===== config.mk =====
export PLATFORM = sky130hd
export DESIGN_NAME = tt_rebot449_alu_sequencer
export DESIGN_NICKNAME = d
export VERILOG_FILES = /design/src/rtl/tt_rebot449_alu_sequencer.sv
export SDC_FILE = /design/constraint.sdc
export NUM_CORES = 1
export LEC_CHECK = 0
export ABC_AREA = 1
export BUFFER_PORTS_ARGS = -buffer_cell sky130_fd_sc_hd__buf_2
export CORE_ASPECT_RATIO = 0.6
export CORE_UTILIZATION = 64
export CTS_CLUSTER_DIAMETER = 200
export DETAILED_ROUTE_END_ITERATION = 10
export GPL_TIMING_DRIVEN = 0
export PLACE_DENSITY = 0.82
export SYNTH_ARGS = -nofsm -noshare
export SYNTH_HDL_FRONTEND = slang
export SYNTH_SLANG_ARGS = --single-unit

===== constraint.sdc =====
create_clock -name clk -period 3.9 [get_ports clk]
set_input_delay 0 -clock clk [delete_from_list [all_inputs] [get_ports clk]]
set_output_delay 0 -clock clk [all_outputs]
set_load 0.005 [all_outputs]

===== src/rtl/tt_rebot449_alu_sequencer.sv =====
// Byte-stream ALU sequencer: loads operands A/B, executes one of eight ops,
// and holds the result on a valid/ready output until the consumer takes it.
module tt_rebot449_alu_sequencer (
    input  logic       clk,
    input  logic       rst_n,
    input  logic [7:0] in_data,
    input  logic       in_valid,
    output logic       in_ready,
    output logic [7:0] out_data,
    output logic       out_valid,
    input  logic       out_ready,
    output logic [1:0] flags,
    output logic       busy
);

    typedef enum logic [2:0] {
        S_IDLE,
        S_GET_A,
        S_GET_B,
        S_EXEC,
        S_OUT
    } state_t;

    state_t     r_state;
    logic [7:0] r_a;
    logic [7:0] r_b;
    logic [2:0] r_op;
    logic       r_chain;
    logic [7:0] r_out_data;
    logic       r_out_valid;
    logic [1:0] r_flags;

    logic       w_accept;
    logic [8:0] w_sum;
    logic [7:0] w_result;
    logic       w_carry;

    assign in_ready  = (r_state == S_IDLE) || (r_state == S_GET_A) || (r_state == S_GET_B);
    assign busy      = (r_state != S_IDLE);
    assign w_accept  = in_valid && in_ready;
    assign out_data  = r_out_data;
    assign out_valid = r_out_valid;
    assign flags     = r_flags;

    // Carry is the adder's ninth bit for ADD and the borrow (A > B) for B-A.
    always_comb begin
        w_sum    = {1'b0, r_a} + {1'b0, r_b};
        w_result = 8'h00;
        w_carry  = 1'b0;
        case (r_op)
            3'b000: w_result = r_a | r_b;
            3'b001: w_result = ~(r_a & r_b);
            3'b010: w_result = ~(r_a | r_b);
            3'b011: w_result = r_a & r_b;
            3'b100: begin
                w_result = w_sum[7:0];
                w_carry  = w_sum[8];
            end
            3'b101: begin
                w_result = r_b - r_a;
                w_carry  = (r_a > r_b);
            end
            default: w_result = 8'h00;
        endcase
    end

    always_ff @(posedge clk) begin
        if (!rst_n) begin
            r_state     <= S_IDLE;
            r_a         <= 8'h00;
            r_b         <= 8'h00;
            r_op        <= 3'b000;
            r_chain     <= 1'b0;
            r_out_data  <= 8'h00;
            r_out_valid <= 1'b0;
            r_flags     <= 2'b00;
        end else begin
            case (r_state)
                S_IDLE: begin
                    if (w_accept) begin
                        case (in_data[7:6])
                            2'b00: r_state <= S_GET_A;
                            2'b01: r_state <= S_GET_B;
                            2'b10: begin
                                r_op    <= in_data[2:0];
                                r_chain <= in_data[3];
                                r_state <= S_EXEC;
                            end
                            default: r_state <= S_IDLE;
                        endcase
                    end
                end
                S_GET_A: begin
                    if (w_accept) begin
                        r_a     <= in_data;
                        r_state <= S_IDLE;
                    end
                end
                S_GET_B: begin
                    if (w_accept) begin
                        r_b     <= in_data;
                        r_state <= S_IDLE;
                    end
                end
                S_EXEC: begin
                    // Chain writeback lands on the same edge the ALU reads the old A.
                    r_out_data  <= w_result;
                    r_flags     <= {w_carry, (w_result == 8'h00)};
                    r_out_valid <= 1'b1;
                    if (r_chain) begin
                        r_a <= w_result;
                    end
                    r_state <= S_OUT;
                end
                S_OUT: begin
                    if (out_ready) begin
                        r_out_valid <= 1'b0;
                        r_state     <= S_IDLE;
                    end
                end
                default: r_state <= S_IDLE;
            endcase
        end
    end

endmodule


# [Yosys cells after proc, flatten, opt, wreduce, memory -nomap -nowiden]
# Cells that the tools add are included.
[word_totals] ff_bits=34 input_bits=12 out_inout_bits=13 word_cells=59
[classes] add_sub_neg=2 order_cmp=1 eq_ne=16 muxes=12 n_bitwise=4 reduce_logical=16
[op_table] cell="$pmux 8 s6" count=1
[op_table] cell="$mux 8" count=2
[op_table] cell="$not 8->8" count=2
[op_table] cell="$pmux 8 s2" count=1
[op_table] cell="$eq 3x2->1 const B" count=4
[op_table] cell="$pmux 3 s4" count=1
[op_table] cell="$add 8x8->9" count=1
[op_table] cell="$eq 3x3->1 const B" count=3
[op_table] cell="$mux 3" count=3
[op_table] cell="$reduce_and 3->1" count=3
[op_table] cell="$and 8x8->8" count=1
[op_table] cell="$gt 8x8->1" count=1
[op_table] cell="$logic_not 8->1" count=1
[op_table] cell="$ne 2x2->1 const B" count=4
[op_table] cell="$or 8x8->8" count=1
[op_table] cell="$sub 8x8->8" count=1
[op_table] cell="$eq 3x1->1 const B" count=2
[op_table] cell="$logic_not 3->1" count=2
[op_table] cell="$pmux 2 s3" count=1
[op_table] cell="$pmux 1 s2" count=2
[op_table] cell="$reduce_and 2->1" count=2
[op_table] cell="$reduce_bool 2->1" count=2
[op_table] cell="$reduce_bool 3->1" count=1
[op_table] cell="$eq 2x1->1 const B" count=1
[op_table] cell="7 further kinds" count=8

# [Depth between registers and ports, before layout]
# Gate-level depths: netlist of the first run.
[depth] word_depth=6 mapped_depth=15 ltp_nobuf=15

# [Least setup slack after synthesis of the first run]
# Ideal clock, no wire load.
[synth_timing] path_type="register -> register" start="register r_b[0]" end="register r_flags[0], in the netlist flags[0]" arrival_ps=1763 setup_slack_ps=2070 stages_incl_launch_ff=14 path_cell_list="dfxtp_1 inv_1 ha_1 fa_1 nand3b_1 nand2_1 nand2_1 nand2_1 nand2_1 nand3_1 nand3_1 nor2_1 nand2_1 a21oi_2"
[synth_between] elab_chain_len=4 word_cells_on_any_way=8 cone_classes="add/sub: 2; mux: 1; bitwise: 4; reduce/logical: 1"
[synth_lines] element="from (decl)" line_no="26" text="logic [7:0] r_b;"
[synth_lines] element="from (signal assigned)" line_no="101" text="r_b <= in_data;"
[synth_lines] element="branches (longest 2 deep; another with $sub 8x8->8)"
[synth_lines] element="$pmux 8 s6 *" line_no="50" text="case (r_op)"
[synth_lines] element="$logic_not 8->1 *" line_no="108" text="r_flags <= {w_carry, (w_result == 8'h00)};"
[synth_lines] element="to (signal assigned)" line_no="108"
[synth_lines] element="to (decl)" line_no="31" text="logic [1:0] r_flags;"
# Every way passes the cells marked *.
# A chain may end at the register's enable or synchronous reset.

# [Worst setup path after layout of the first run]
# Ends and elaborated chain as after synthesis.

==> flow_summary.json, run 1 <==
{
  "cp.arrival_ns": 2.41,
  "max_freq_mhz": 457,
  "gp_congestion": 0.907,
  "yosysTopAreaCell": "dfxtp_1",
  "syn_area_um2": 2610,
  "holdWs_ns": 0.0277,
  "via_per_inst": 5.62,
  "core_area_um2": 3790,
  "wirelength_mm": 6.96,
  "critical_path_class": "reg -> reg",
  "cts-hold-fix-buffers": 1,
  "power_uw": 929,
  "drive_above_1_share_pct": 14.2,
  "start_kind": "register",
  "post-route-drc-count": 4,
  "fin_area_um2": 2900,
  "syn-num-nets": 432,
  "antenna_cells": 0,
  "avgSynthCellArea_um2": 6.68,
  "cts_resized": 0,
  "die_width_um": 84.5,
  "period_needed_ns": 2.19,
  "placement.io_buffers": 24,
  "post_drt_wl_per_cell_um": 14.8,
  "max_slew_margin_pct": 59.5,
  "slew_viol_final": 0,
  "worst_ep_required_time_ns": 4.12,
  "rsz0062_at_grt": "false",
  "start_util_pct": 69.0,
  "place_inst": 462,
  "power_leakage_uw": 0.00139,
  "clk_pin_slew_ns": 0.07,
  "tritoncts": "built",
  "p_per_area_nw_per_um2": 321,
  "cts_max_level": 2,
  "grt_max_degree": 12,
  "clock_sinks": 34,
  "cp_max_fo": 3,
  "grt_remaining_overflow": 0,
  "grt_pass1_wl_mm": 11.6,
  "status": "finished, violations left",
  "die_area_um2": 4350,
  "fp-row-count": 17,
  "die_h_um": 51.5,
  "grt_pass1_vias": 2447,
  "synthCells": 391,
  "hpwl_mm": 5.44,
  "synth_edf_count": 0,
  "synthTopCellsByArea": "dfxtp_1 26%, ha_1 13%, nand2_1 10%",
  "fin_crit_sh_pct": 56.1,
  "clockBufferDepth": 2,
  "firstDrtPassIters": 8,
  "ant_nets": 0,
  "cts-root-buf": "clkbuf_8",
  "hold_path_class": "in -> reg",
  "syn2layout_area_growth_pct": 10.9,
  "fin_setup_tns_ns": 0,
  "yosys.area.top_type_share_pct": 26.1,
  "ios": 25,
  "drt_iter0_drc": 206,
  "worstMarginPinSlew_ns": 0.607,
  "max-vdd-ir-drop_mv": 0.238,
  "clk_latency_ns": 0.29,
  "post_cts_buffers": 0,
  "hold_violations": 0,
  "grt_usage_pct": 34.9,
  "yosysWarningCount": 0,
  "fin_nets": 464,
  "synth_cell_types": 31,
  "final-setup-viol-count": 0,
  "yosys_most_used_dff": "dfxtp_1",
  "ys_ff_latch": 34,
  "placed_area_um2": 2790,
  "instances_no_fill": 471,
  "async_flop_share_pct": 0,
  "cts_made_buffers": 5,
  "antenna_found_initial": 0,
  "seq_area_frac_synth_pct": 26.1,
  "maxCapViolations": 0,
  "fin_skew_ns": 0.00671,
  "end_kind": "register",
  "num_vias": 2648,
  "violations": "DRC"
}
-- cell usage in the layout (no fill, tap or decap), types with 2 or more instances in the layout --
cell type,count
inv_2,5
o211ai_1,2
nor2_2,4
nand3b_1,4
nand4_1,5
nor3_2,2
nand2_1,71
clkbuf_8,6
fa_1,2
a211oi_1,3
inv_4,3
o21ai_0,27
clkbuf_1,5
buf_2,28
ha_1,27
nor3_1,3
a21oi_1,49
nand2_4,2
nand3_1,39
nand3_2,3
inv_1,56
dfxtp_1,34
nor2_1,32
-- worst paths after layout --
path	start	slack [ns]	depth (start not counted)	endpoint
worst max-delay path	r_b[0]$_SDFFE_PN0P_	1.71	13	flags[0]$_SDFFE_PN0P_
worst min-delay path	in_data[3]	0.03	3	r_chain$_SDFFE_PN0P_
worst max register to register	r_b[0]$_SDFFE_PN0P_	1.71	13	flags[0]$_SDFFE_PN0P_
worst min register to register	out_data[4]$_SDFFE_PN0P_	0.47	2	out_data[4]$_SDFFE_PN0P_
-- power breakdown --
| part | leakage (uW) | internal (uW) | switching [uW] |
|---|---|---|---|
| Clock | 0.0000472 | 142 | 136 |
| Sequential | 0.000276 | 365 | 16.3 |
| Combinational | 0.00107 | 91.8 | 178 |
-- stage by stage --
step	utilization (%)	setup slack, ns
final	76.5	1.71
after global routing	76.5	1.55
after CTS	76.5	1.73
after detailed placement	73.7	1.76
after global placement	73.7	1.77
after floorplan	-	2.07
-- routing by layer --
metal  track usage, %  wire length [um]
met1             50.9              3460
met2             52.9              2930
met3             8.40               541
met4             6.21                30
met5                0                 0
-- final cells by class --
cell class / instances / area [um2]
multi-input cells: 283 / 1640
fillers: 314 / 891
flip-flops and latches: 34 / 681
inverters: 65 / 251
repair buffers: 25 / 130
clock buffers: 6 / 82.6
well taps: 47 / 58.8
plain buffers: 9 / 38.8
clock inverters: 2 / 12.5
-- flip-flops by register name, summed over array words and instances, names as in the netlist --
signal and flops:
r_a 8, flags 2, r_b 8, out_data 8, r_state 3, r_op 3
r_chain 1, out_valid 1
-- synthesized netlist by cell type, types with 2 or more instances --
cell type,instances
dfxtp_1,34
clkbuf_1,5
nor2_2,4
o211ai_1,2
a21oi_1,49
nand3b_1,4
nand2_4,2
nor3_1,3
nand3_1,39
inv_4,3
nand2_1,71
nor2_1,32
nand3_2,3
inv_1,56
inv_2,5
o21ai_0,27
nor3_2,2
buf_2,4
a211oi_1,3
nand4_1,5
ha_1,27
fa_1,2
-- kinds of logic (layout without fill, tap and decap cells) --
logic type / after synthesis / after routing / share of synthesized area, %
simple gates: 167 / 167 / 30.1
compound gates: 87 / 87 / 18.2
buf+inv: 74 / 107 / 11.1
flops: 34 / 34 / 26.1
fa+ha+maj: 29 / 29 / 14.5
-- critical path: stages (launching register included) --
cell,delay [ns]
dfxtp_1,0.34
inv_1,0.07
ha_1,0.22
fa_1,0.42
nand3b_1,0.23
nand2_1,0.11
nand2_1,0.08
nand2_1,0.09
nand2_1,0.05
nand3_1,0.06
nand3_1,0.13
nor2_1,0.13
nand2_1,0.08
a21oi_2,0.11
Note: power is estimated with default switching activity, not from simulation.
==> run 2, diff against run 1 <==
--- a/config.mk
+++ b/config.mk
@@ -8,11 +8,11 @@
 export ABC_AREA = 1
 export BUFFER_PORTS_ARGS = -buffer_cell sky130_fd_sc_hd__buf_2
 export CORE_ASPECT_RATIO = 0.6
-export CORE_UTILIZATION = 64
+export CORE_UTILIZATION = 54
 export CTS_CLUSTER_DIAMETER = 200
 export DETAILED_ROUTE_END_ITERATION = 10
 export GPL_TIMING_DRIVEN = 0
-export PLACE_DENSITY = 0.82
+export PLACE_DENSITY = 0.74
 export SYNTH_ARGS = -nofsm -noshare
 export SYNTH_HDL_FRONTEND = slang
 export SYNTH_SLANG_ARGS = --single-unit
==> constraint.sdc (replaced) <==
create_clock -name clk -period 1.8 [get_ports clk]
set_input_delay 0 -clock clk [delete_from_list [all_inputs] [get_ports clk]]
set_output_delay 0 -clock clk [all_outputs]
set_load 0.005 [all_outputs]
==> flow_summary.json, run 2 (synthesis gave the netlist of run 1 again) <==
{
  "status": "finished, violations left",
  "violations": "setup timing",
  "power_frac_seq_pct": 38.1,
  "switching_share_pct": 36.1,
  "fp-row-count": 19,
  "grt_pass1_vias": 2491,
  "antenna_found_initial": 0,
  "final-setup-viol-count": 9,
  "mostFrequentLayoutCells": "59 x nand2_1, 41 x inv_1, 35 x a21oi_1",
  "maxCapViolations": 0,
  "nFillCells": 388,
  "start_kind": "register",
  "mostFrequentLayoutCell": "nand2_1",
  "period_needed_ns": 2.06,
  "max_freq_mhz": 484,
  "r2r-start": "r_b[0]$_SDFFE_PN0P_",
  "max_slew_margin_pct": 67.7,
  "fin_crit_sh_pct": 115,
  "cts_max_level": 2,
  "cts-hold-fix-buffers": 0,
  "hold_violations": 0,
  "post-route-drc-count": 0,
  "ios": 25,
  "p_sw_uw": 791,
  "cts-root-buf": "clkbuf_8",
  "antenna_cells": 0,
  "multi_input_area_um2": 1920,
  "ant_nets": 0,
  "clk_latency_ns": 0.28,
  "r2r_slack_ns": -0.26,
  "power.share.clock_pct": 26.9,
  "drive_above_1_share_pct": 35.3,
  "slew_viol_final": 0,
  "tritoncts": "built",
  "power_leakage_uw": 0.00150,
  "clockBufferDepth": 2,
  "fin_ws_ns": -0.265,
  "placement.io_buffers": 24,
  "die_h_um": 55.9,
  "reg2reg_to": "flags[0]$_SDFFE_PN0P_",
  "fin_skew_ns": 0.00809,
  "drt_iter0_drc": 180,
  "intPower_uw": 1400,
  "start_util_pct": 56.6,
  "clk_pin_slew_ns": 0.07,
  "cp.arrival_ns": 2.28,
  "grt_remaining_overflow": 0,
  "grt_max_degree": 13,
  "die_width_um": 91.8,
  "end_kind": "register",
  "wirelength_mm": 7.87,
  "core_area_um2": 4610,
  "cts_made_buffers": 5,
  "grt_usage_pct": 29.8,
  "startpoint": "r_b[0]$_SDFFE_PN0P_",
  "worstMarginPinSlew_ns": 0.485,
  "place_ws_ns": -0.314,
  "crit_end": "flags[0]$_SDFFE_PN0P_",
  "critical_path_class": "reg -> reg",
  "max-vdd-ir-drop_mv": 0.466,
  "num_vias": 2897,
  "post_drt_wl_per_cell_um": 15.8,
  "grt_pass1_wl_mm": 11.8,
  "die_area_um2": 5130,
  "power_uw": 2190,
  "gp_congestion": 0.889,
  "clock_sinks": 34,
  "hold_path_class": "in -> reg",
  "worst_ep_required_time_ns": 2.02,
  "p_per_area_nw_per_um2": 662,
  "cp_max_fo": 2,
  "firstDrtPassIters": 5,
  "ff_latch_area_um2": 702,
  "worstRegToRegCells": 13,
  "syn2layout_area_growth_pct": 26.4,
  "hpwl_mm": 5.57,
  "comb_power_share_pct": 35.1,
  "via_per_inst": 5.83,
  "fin_nets": 474,
  "rsz0062_at_grt": "true"
}
run 2: worst min-delay path by stage:
stage	endpoint	depth (start not counted)	startpoint
floorplan	flags[1]$_SDFFE_PN0P_	2	rst_n
global placement	flags[1]$_SDFFE_PN0P_	3	rst_n
detailed placement	flags[1]$_SDFFE_PN0P_	3	rst_n
CTS	flags[1]$_SDFFE_PN0P_	3	rst_n
global route	flags[1]$_SDFFE_PN0P_	3	rst_n
finish	flags[1]$_SDFFE_PN0P_	3	rst_n
run 2: worst max-delay path: stages (launching register included):
cell and delay [ns]:
dfxtp_2 0.37, inv_2 0.06, ha_4 0.16, fa_2 0.52, inv_2 0.03, nand2_1 0.05, nand2_1 0.05, nor2_2 0.11
nand3_2 0.10, nor2_2 0.13, nand3_1 0.10, nor2_1 0.12, nand2_1 0.07, a21oi_2 0.11
run 2: metal layers:
metal,up-vias,GRT usage [%],wire [um]
met3,13,6.28,639
li1,1364,-,-
met5,-,0,0
met2,148,45.9,3530
met1,1372,43.2,3620
met4,0,5.80,82
run 2: power by group through the flow:
stage	clock (uW)	sequential [uW]	combinational [uW]
floorplan	0	836	422
global placement	0	841	557
detailed placement	0	843	567
CTS	586	829	652
global route	615	836	840
finish	588	832	767
run 2: layout make-up:
type	count	share of cell area (%)
multi-input combinational	283	58.2
sequential	34	21.3
buffer	7	1.10
timing repair buffer	37	6.63
tap	63	2.39
clock inverter	1	0.152
inverter	65	7.69
clock buffer	7	2.61
run 2: what timing repair did:
action	CTS	global route
pin swaps	13	16
setup endpoints to repair	18	21
buffers inserted	8	5
gates resized for setup	39	57
cloned	0	1
endpoints found under the hold margin	0	0
run 2: per-stage QoR:
| step | cell area, um2 | util, % | setup TNS [ns] | hold slack [ns] | instances |
|---|---|---|---|---|---|
| 6_report | 3300 | 71.6 | -1.16 | 0.0120 | 497 |
| 5_1_grt | 3300 | 71.6 | -2.19 | 0.0150 | 497 |
| 4_1_cts | 3100 | 67.2 | -0.803 | 0.00880 | 493 |
| 3_5_place_dp | 2820 | 61.1 | -2.63 | 0.301 | 478 |
| 3_3_place_gp | 2820 | 61.1 | -2.08 | 0.289 | 478 |
| 2_1_floorplan | 2620 | - | 0 | 0.138 | 391 |
